==> src/rtl/alu_pipe_pkg.sv <==
// Shared definitions for alu_pipe: select-field slices, operation codes, flag bit positions.
package alu_pipe_pkg;

  localparam int unsigned SEL_W    = 5;
  localparam int unsigned SHIFT_HI = 4;
  localparam int unsigned SHIFT_LO = 3;
  localparam int unsigned UNIT_BIT = 2;
  localparam int unsigned OP_HI    = 1;
  localparam int unsigned OP_LO    = 0;

  localparam int unsigned FLAGS_W = 4;
  localparam int unsigned FLG_C   = 0;
  localparam int unsigned FLG_Z   = 1;
  localparam int unsigned FLG_N   = 2;
  localparam int unsigned FLG_V   = 3;

  // Second operand selection for the adder
  typedef enum logic [1:0] {
    ARITH_ZERO = 2'b00,
    ARITH_B    = 2'b01,
    ARITH_NOTB = 2'b10,
    ARITH_ONES = 2'b11
  } arith_op_e;

  typedef enum logic [1:0] {
    LOGIC_AND  = 2'b00,
    LOGIC_OR   = 2'b01,
    LOGIC_XOR  = 2'b10,
    LOGIC_NOTA = 2'b11
  } logic_op_e;

  typedef enum logic [1:0] {
    SHIFT_NONE  = 2'b00,
    SHIFT_LEFT  = 2'b01,
    SHIFT_RIGHT = 2'b10,
    SHIFT_ZERO  = 2'b11
  } shift_op_e;

endpackage

==> src/rtl/alu_arith_logic.sv <==
// Combinational stage-1 unit: adder with selectable second operand, or bitwise logic.
// Carry/overflow outputs exist only when ALU_PIPE_FLAGS_EN is defined.
module alu_arith_logic
  import alu_pipe_pkg::*;
#(
  parameter int unsigned WIDTH = 8
) (
  input  logic             unit_i,
  input  logic [1:0]       op_i,
  input  logic             carry_i,
  input  logic [WIDTH-1:0] a_i,
  input  logic [WIDTH-1:0] b_i,
  output logic [WIDTH-1:0] y1_c_o
`ifdef ALU_PIPE_FLAGS_EN
  ,
  output logic             c_c_o,
  output logic             v_c_o
`endif
);

  localparam int unsigned SUM_W = WIDTH + 1;

  logic [WIDTH-1:0] bop;
`ifdef ALU_PIPE_FLAGS_EN
  logic [SUM_W-1:0] sum;
`endif

  // Arithmetic (A + Bop + Cin) or logic result, selected by the unit bit
  always_comb begin
    bop    = '0;
    y1_c_o = '0;
`ifdef ALU_PIPE_FLAGS_EN
    sum    = '0;
    c_c_o  = 1'b0;
    v_c_o  = 1'b0;
`endif
    if (!unit_i) begin
      case (arith_op_e'(op_i))
        ARITH_ZERO: bop = '0;
        ARITH_B:    bop = b_i;
        ARITH_NOTB: bop = ~b_i;
        ARITH_ONES: bop = '1;
        default:    bop = '0;
      endcase
`ifdef ALU_PIPE_FLAGS_EN
      sum    = {1'b0, a_i} + {1'b0, bop} + SUM_W'(carry_i);
      y1_c_o = sum[WIDTH-1:0];
      c_c_o  = sum[WIDTH];
      v_c_o  = (a_i[WIDTH-1] == bop[WIDTH-1]) && (sum[WIDTH-1] != a_i[WIDTH-1]);
`else
      y1_c_o = a_i + bop + WIDTH'(carry_i);
`endif
    end else begin
      case (logic_op_e'(op_i))
        LOGIC_AND:  y1_c_o = a_i & b_i;
        LOGIC_OR:   y1_c_o = a_i | b_i;
        LOGIC_XOR:  y1_c_o = a_i ^ b_i;
        LOGIC_NOTA: y1_c_o = ~a_i;
        default:    y1_c_o = '0;
      endcase
    end
  end

endmodule

==> src/rtl/alu_pipe.sv <==
// Two-stage pipelined ALU with valid/ready handshake and tag passthrough.
// Stage 1 registers the arithmetic/logic result; stage 2 registers the shifted result and flags.
// Define ALU_PIPE_FLAGS_EN to build the flag logic; otherwise alu_flags_out is tied to zero.
module alu_pipe
  import alu_pipe_pkg::*;
#(
  parameter int unsigned WIDTH = 8,
  parameter int unsigned TAG_W = 4
) (
  input  logic               alu_clk_in,
  input  logic               alu_rst_in,
  input  logic               alu_valid_in,
  output logic               alu_ready_out,
  input  logic [SEL_W-1:0]   alu_sel_in,
  input  logic               alu_carry_in,
  input  logic [WIDTH-1:0]   alu_a_in,
  input  logic [WIDTH-1:0]   alu_b_in,
  input  logic [TAG_W-1:0]   alu_tag_in,
  output logic               alu_valid_out,
  input  logic               alu_ready_in,
  output logic [WIDTH-1:0]   alu_y_out,
  output logic [FLAGS_W-1:0] alu_flags_out,
  output logic [TAG_W-1:0]   alu_tag_out
);

  logic [WIDTH-1:0] st1_y_c;
  logic             s2_free_c;
  logic             s2_load_c;
  logic             accept_c;

  logic             s1_valid_q, s1_valid_d;
  logic [WIDTH-1:0] s1_y_q,     s1_y_d;
  logic [1:0]       s1_shift_q, s1_shift_d;
  logic [TAG_W-1:0] s1_tag_q,   s1_tag_d;

  logic             s2_valid_q, s2_valid_d;
  logic [WIDTH-1:0] s2_y_q,     s2_y_d;
  logic [TAG_W-1:0] s2_tag_q,   s2_tag_d;

  logic [WIDTH-1:0] sh_y_c;

`ifdef ALU_PIPE_FLAGS_EN
  logic               st1_c_c, st1_v_c;
  logic               s1_c_q, s1_c_d, s1_v_q, s1_v_d;
  logic               sh_c_c, sh_v_c;
  logic [FLAGS_W-1:0] s2_flags_q, s2_flags_d;
`endif

  alu_arith_logic #(.WIDTH(WIDTH)) u_stage1 (
    .unit_i  (alu_sel_in[UNIT_BIT]),
    .op_i    (alu_sel_in[OP_HI:OP_LO]),
    .carry_i (alu_carry_in),
    .a_i     (alu_a_in),
    .b_i     (alu_b_in),
    .y1_c_o  (st1_y_c)
`ifdef ALU_PIPE_FLAGS_EN
    ,
    .c_c_o   (st1_c_c),
    .v_c_o   (st1_v_c)
`endif
  );

  // Handshake: stage 2 can take data when empty or draining; stage 1 when empty or advancing
  assign s2_free_c     = !s2_valid_q || alu_ready_in;
  assign s2_load_c     = s1_valid_q && s2_free_c;
  assign alu_ready_out = !alu_rst_in && (!s1_valid_q || s2_free_c);
  assign accept_c      = alu_valid_in && alu_ready_out;

  // Stage-1 next state: load on accept, otherwise empty out when advanced
  always_comb begin
    s1_valid_d = s1_valid_q;
    s1_y_d     = s1_y_q;
    s1_shift_d = s1_shift_q;
    s1_tag_d   = s1_tag_q;
`ifdef ALU_PIPE_FLAGS_EN
    s1_c_d     = s1_c_q;
    s1_v_d     = s1_v_q;
`endif
    if (s2_load_c) s1_valid_d = 1'b0;
    if (accept_c) begin
      s1_valid_d = 1'b1;
      s1_y_d     = st1_y_c;
      s1_shift_d = alu_sel_in[SHIFT_HI:SHIFT_LO];
      s1_tag_d   = alu_tag_in;
`ifdef ALU_PIPE_FLAGS_EN
      s1_c_d     = st1_c_c;
      s1_v_d     = st1_v_c;
`endif
    end
  end

  // Shifter on the stage-1 result; shifted-out bit becomes the carry
  always_comb begin
    sh_y_c = s1_y_q;
`ifdef ALU_PIPE_FLAGS_EN
    sh_c_c = s1_c_q;
    sh_v_c = s1_v_q;
`endif
    case (shift_op_e'(s1_shift_q))
      SHIFT_LEFT: begin
        sh_y_c = {s1_y_q[WIDTH-2:0], 1'b0};
`ifdef ALU_PIPE_FLAGS_EN
        sh_c_c = s1_y_q[WIDTH-1];
        sh_v_c = 1'b0;
`endif
      end
      SHIFT_RIGHT: begin
        sh_y_c = {1'b0, s1_y_q[WIDTH-1:1]};
`ifdef ALU_PIPE_FLAGS_EN
        sh_c_c = s1_y_q[0];
        sh_v_c = 1'b0;
`endif
      end
      SHIFT_ZERO: begin
        sh_y_c = '0;
`ifdef ALU_PIPE_FLAGS_EN
        sh_c_c = 1'b0;
        sh_v_c = 1'b0;
`endif
      end
      default: sh_y_c = s1_y_q;
    endcase
  end

  // Stage-2 next state: data loads only on a stage-2 load, valid follows stage 1 when free
  always_comb begin
    s2_valid_d = s2_valid_q;
    s2_y_d     = s2_y_q;
    s2_tag_d   = s2_tag_q;
    if (s2_free_c) s2_valid_d = s1_valid_q;
    if (s2_load_c) begin
      s2_y_d   = sh_y_c;
      s2_tag_d = s1_tag_q;
    end
  end

`ifdef ALU_PIPE_FLAGS_EN
  // Status flags from the final result
  always_comb begin
    s2_flags_d = s2_flags_q;
    if (s2_load_c) begin
      s2_flags_d[FLG_V] = sh_v_c;
      s2_flags_d[FLG_N] = sh_y_c[WIDTH-1];
      s2_flags_d[FLG_Z] = (sh_y_c == '0);
      s2_flags_d[FLG_C] = sh_c_c;
    end
  end

  // Flag pipeline registers
  always_ff @(posedge alu_clk_in) begin
    if (alu_rst_in) begin
      s1_c_q     <= 1'b0;
      s1_v_q     <= 1'b0;
      s2_flags_q <= '0;
    end else begin
      s1_c_q     <= s1_c_d;
      s1_v_q     <= s1_v_d;
      s2_flags_q <= s2_flags_d;
    end
  end

  assign alu_flags_out = s2_flags_q;
`else
  assign alu_flags_out = '0;
`endif

  // Pipeline registers; reset discards everything in flight
  always_ff @(posedge alu_clk_in) begin
    if (alu_rst_in) begin
      s1_valid_q <= 1'b0;
      s1_y_q     <= '0;
      s1_shift_q <= '0;
      s1_tag_q   <= '0;
      s2_valid_q <= 1'b0;
      s2_y_q     <= '0;
      s2_tag_q   <= '0;
    end else begin
      s1_valid_q <= s1_valid_d;
      s1_y_q     <= s1_y_d;
      s1_shift_q <= s1_shift_d;
      s1_tag_q   <= s1_tag_d;
      s2_valid_q <= s2_valid_d;
      s2_y_q     <= s2_y_d;
      s2_tag_q   <= s2_tag_d;
    end
  end

  assign alu_valid_out = s2_valid_q;
  assign alu_y_out     = s2_y_q;
  assign alu_tag_out   = s2_tag_q;

endmodule

==> config.mk <==
export PLATFORM = sky130hd
export DESIGN_NAME = alu_pipe
export DESIGN_NICKNAME = d
export VERILOG_FILES = /design/src/rtl/alu_pipe_pkg.sv /design/src/rtl/alu_arith_logic.sv /design/src/rtl/alu_pipe.sv
export SDC_FILE = /design/constraint.sdc
export NUM_CORES = 1
export LEC_CHECK = 0
export CORE_ASPECT_RATIO = 1.2
export CORE_UTILIZATION = 52
export DETAILED_ROUTE_END_ITERATION = 10
export PLACE_DENSITY = 0.81
export SLEW_MARGIN = 20
export SYNTH_ARGS = -nofsm -noshare
export SYNTH_HDL_FRONTEND = slang
export SYNTH_HIERARCHICAL = 1
export SYNTH_SLANG_ARGS = --single-unit
==> constraint.sdc <==
create_clock -name alu_clk_in -period 3 [get_ports alu_clk_in]
set_clock_uncertainty 0.1 [all_clocks]
set_input_delay 0.3 -clock alu_clk_in [delete_from_list [all_inputs] [get_ports alu_clk_in]]
set_output_delay 0.3 -clock alu_clk_in [all_outputs]
set_load 0.05 [all_outputs]
==> results of run 1 <==
placed cells by master (no fill, tap or decap), types with 4 or more instances in the layout:
cell and instances:
inv_1 30, o21ai_0 8, mux4_2 8, clkdlybuf4s50_1 42, mux2i_1 8, mux2_2 14
clkbuf_8 4, a21oi_1 17, dfxtp_1 28, conb_1 4, nor2_1 4, ha_1 22
nand3_1 7, buf_4 15, a2bb2oi_1 4, mux2_4 10, a211oi_1 8, o21a_1 4
nor2b_1 16
metrics by stage:
step	power (mW)	TNS, ps
finish	1.06	0
floorplan	0.726	0
global route	1.12	0
CTS	1.06	0
global placement	0.827	-60.7
detailed placement	0.839	-89.2
registers in the layout, indices dropped and copies added, names as in the netlist:
signal / flops
s1_y_q: 8
s1_tag_q: 4
s1_valid_q: 1
alu_y_out: 8
s1_shift_q: 2
alu_tag_out: 4
alu_valid_out: 1
tightest hold or removal path, cell delays in order, from the launching register on:
cell and delay, ps:
dfxtp_1 330, nand3_1 60, a21oi_1 50
metal layers:
metal	routed length, um	vias to the layer above	GRT usage
met4	55	0	0.0614
met1	1900	872	0.236
li1	-	943	-
met2	2400	42	0.385
met5	0	-	0
met3	104	6	0.0150
final cells by class:
| type | instances | area (um2) | area share |
|---|---|---|---|
| inverters | 30 | 113 | 0.0386 |
| multi-input cells | 169 | 1590 | 0.544 |
| well taps | 56 | 70.1 | 0.0240 |
| clock buffers | 4 | 55.1 | 0.0189 |
| repair buffers | 57 | 533 | 0.183 |
| flip-flops and latches | 28 | 561 | 0.192 |
report_power, final:
group	switching [mW]	internal, mW	total [mW]
clock network	0.108	0.117	0.225
logic	0.188	0.213	0.401
registers	0.0291	0.402	0.431
total	0.325	0.732	1.06
worst max-delay path by stage:
stage                end  cells after the start          start  slack, ps
6_report       s1_y_q[7]                      8    alu_b_in[0]        190
3_5_place_dp   s1_y_q[7]                      8    alu_b_in[0]        -90
3_3_place_gp   s1_y_q[7]                      8    alu_b_in[0]        -60
5_1_grt        s1_y_q[7]                      8    alu_b_in[0]        100
4_1_cts        s1_y_q[7]                      8    alu_b_in[0]        190
2_1_floorplan  s1_y_q[7]                      9  alu_sel_in[0]        270
kinds of logic (layout without fill, tap and decap cells):
logic type	after synthesis	in the layout	share of synthesized area
AO/OA/AOI/OAI	56	56	0.168
buffers and inverters	48	91	0.104
AND/OR/NAND/NOR	43	43	0.114
multiplexers	40	40	0.238
flip-flops	28	28	0.235
adder cells (fa/ha/maj)	24	24	0.132
XOR/XNOR	2	2	0.00734
other	1	4	0.00157
==> impl_metrics.json, run 1 <==
{
  "status": "finished, final reports clean",
  "drv_slew": 0,
  "critPathCaptureType": "flop",
  "fp.dieH_um": 76.2,
  "io_pins": 48,
  "hpwl_mm": 3.57,
  "r2r_start": "s1_valid_q",
  "initial_utilization": 0.551,
  "area_growth_pct": 22.4,
  "timing.fmax_mhz": 356,
  "utilization": 0.675,
  "antenna_found_initial": 0,
  "worstPathArrival_ps": 2870,
  "cts.sinks": 28,
  "holdBufCountCts": 0,
  "synthTopCellsByArea": "dfxtp_1 (23%), ha_1 (12%), mux4_2 (7.6%), mux2_2 (6.6%), mux2_4 (6.3%)",
  "p_leak_nw": 1.28,
  "fin_ws_ps": 188,
  "drive_above_1_share": 0.201,
  "grt_max_degree": 27,
  "synthMostInstantiatedCell": "inv_1",
  "rsz0062_at_grt": "false",
  "synth_common_cells": "inv_1 (30), dfxtp_1 (28), ha_1 (22)",
  "synth.avg_cell_area_um2": 9.86,
  "yosys_warnings": 6,
  "reg2reg_depth": 3,
  "cts.path.max_buffers": 2,
  "r2r_setup_slack_ps": 1260,
  "grt_use_total": 0.203,
  "hold_viol": 0,
  "syn_area_um2": 2390,
  "irDropWorstVdd_uv": 214,
  "routedWlPerCell_um": 13.0,
  "powerDensity_nw_per_um2": 362,
  "post_cts_resized": 0,
  "ys_ff_latch": 28,
  "place_ws_ps": -89.2,
  "first_iter_violations": 59,
  "synth_edf_count": 0,
  "cts_htree_levels": 1,
  "vias": 1863,
  "grt_pass1_wl_mm": 8.16,
  "layoutNonFillerInstCount": 344,
  "final_area_um2": 2920,
  "cp_max_fo": 3,
  "fin_crit_ps": 2810,
  "cp_top_family": "compound AO/OA/AOI/OAI gates",
  "portBuffers": 43,
  "clk_latency_ps": 270,
  "placedCellCount": 340,
  "required_ps": 3060,
  "drc": 0,
  "crit_buf_inv": 1,
  "viasPerCell": 5.42,
  "drv_cap": 0,
  "postCtsSetupBuffers": 0,
  "gp_congestion": 0.807,
  "setup_violations": 0,
  "antenna_left": 0,
  "path_clk_slew_ps": 90,
  "drt_pass1_iterations": 5,
  "yosysSeqAreaShare": 0.235,
  "cp_slowest_stage_delay_ps": 480,
  "wl_mm": 4.46,
  "worst_hold_slack_ps": 380,
  "worst_pin_slew_ps": 657,
  "rows": 26,
  "grt-ovfl-total": 0,
  "cp_cell_sequence": "clkdlybuf4s50_1 -> mux2_2 -> fa_1 -> a211o_1 -> a41o_1 -> a2111oi_4 -> a221oi_2 -> mux2_4",
  "cts_root_buffer": "clkbuf_8",
  "ys_types": 43,
  "antennaDiodeCount": 0,
  "tritoncts": "built",
  "setup.worst_path.class": "input port to flop",
  "die_w_um": 63.8,
  "hold_class": "flop to flop",
  "synth.top_cell.area_share": 0.235,
  "numCtsBuffers": 3,
  "fillers": 363,
  "start_kind": "input port",
  "fin_nets": 343,
  "min_to": "alu_tag_out[3]",
  "period_share": 0.937,
  "cp_slowest_cell": "clkdlybuf4s50_1",
  "grt_pass1_vias": 1917,
  "synth_largest_area_cell": "dfxtp_1",
  "reg2reg_to": "s1_tag_q[0]",
  "core_um2": 4330,
  "async_flop_share": 0,
  "holdCritStartpoint": "s1_tag_q[3]",
  "hold_path_depth": 2,
  "place_area_um2": 2870,
  "die_area_um2": 4860,
  "slew-limit-headroom": 0.561,
  "netlist_instances": 242,
  "synth_ff_type": "dfxtp_1"
}
No activity file was read; power rests on OpenSTA's default activity.
==> inputs of run 2 (changes only) <==
--- a/config.mk
+++ b/config.mk
@@ -5,11 +5,12 @@
 export SDC_FILE = /design/constraint.sdc
 export NUM_CORES = 1
 export LEC_CHECK = 0
+export CAP_MARGIN = 20
 export CORE_ASPECT_RATIO = 1.2
 export CORE_UTILIZATION = 52
 export DETAILED_ROUTE_END_ITERATION = 10
 export PLACE_DENSITY = 0.81
-export SLEW_MARGIN = 20
+export SLEW_MARGIN = 10
 export SYNTH_ARGS = -nofsm -noshare
 export SYNTH_HDL_FRONTEND = slang
 export SYNTH_HIERARCHICAL = 1
==> results of run 2 <==
No change in the layout: final DEF, timing and power equal those of run 1.
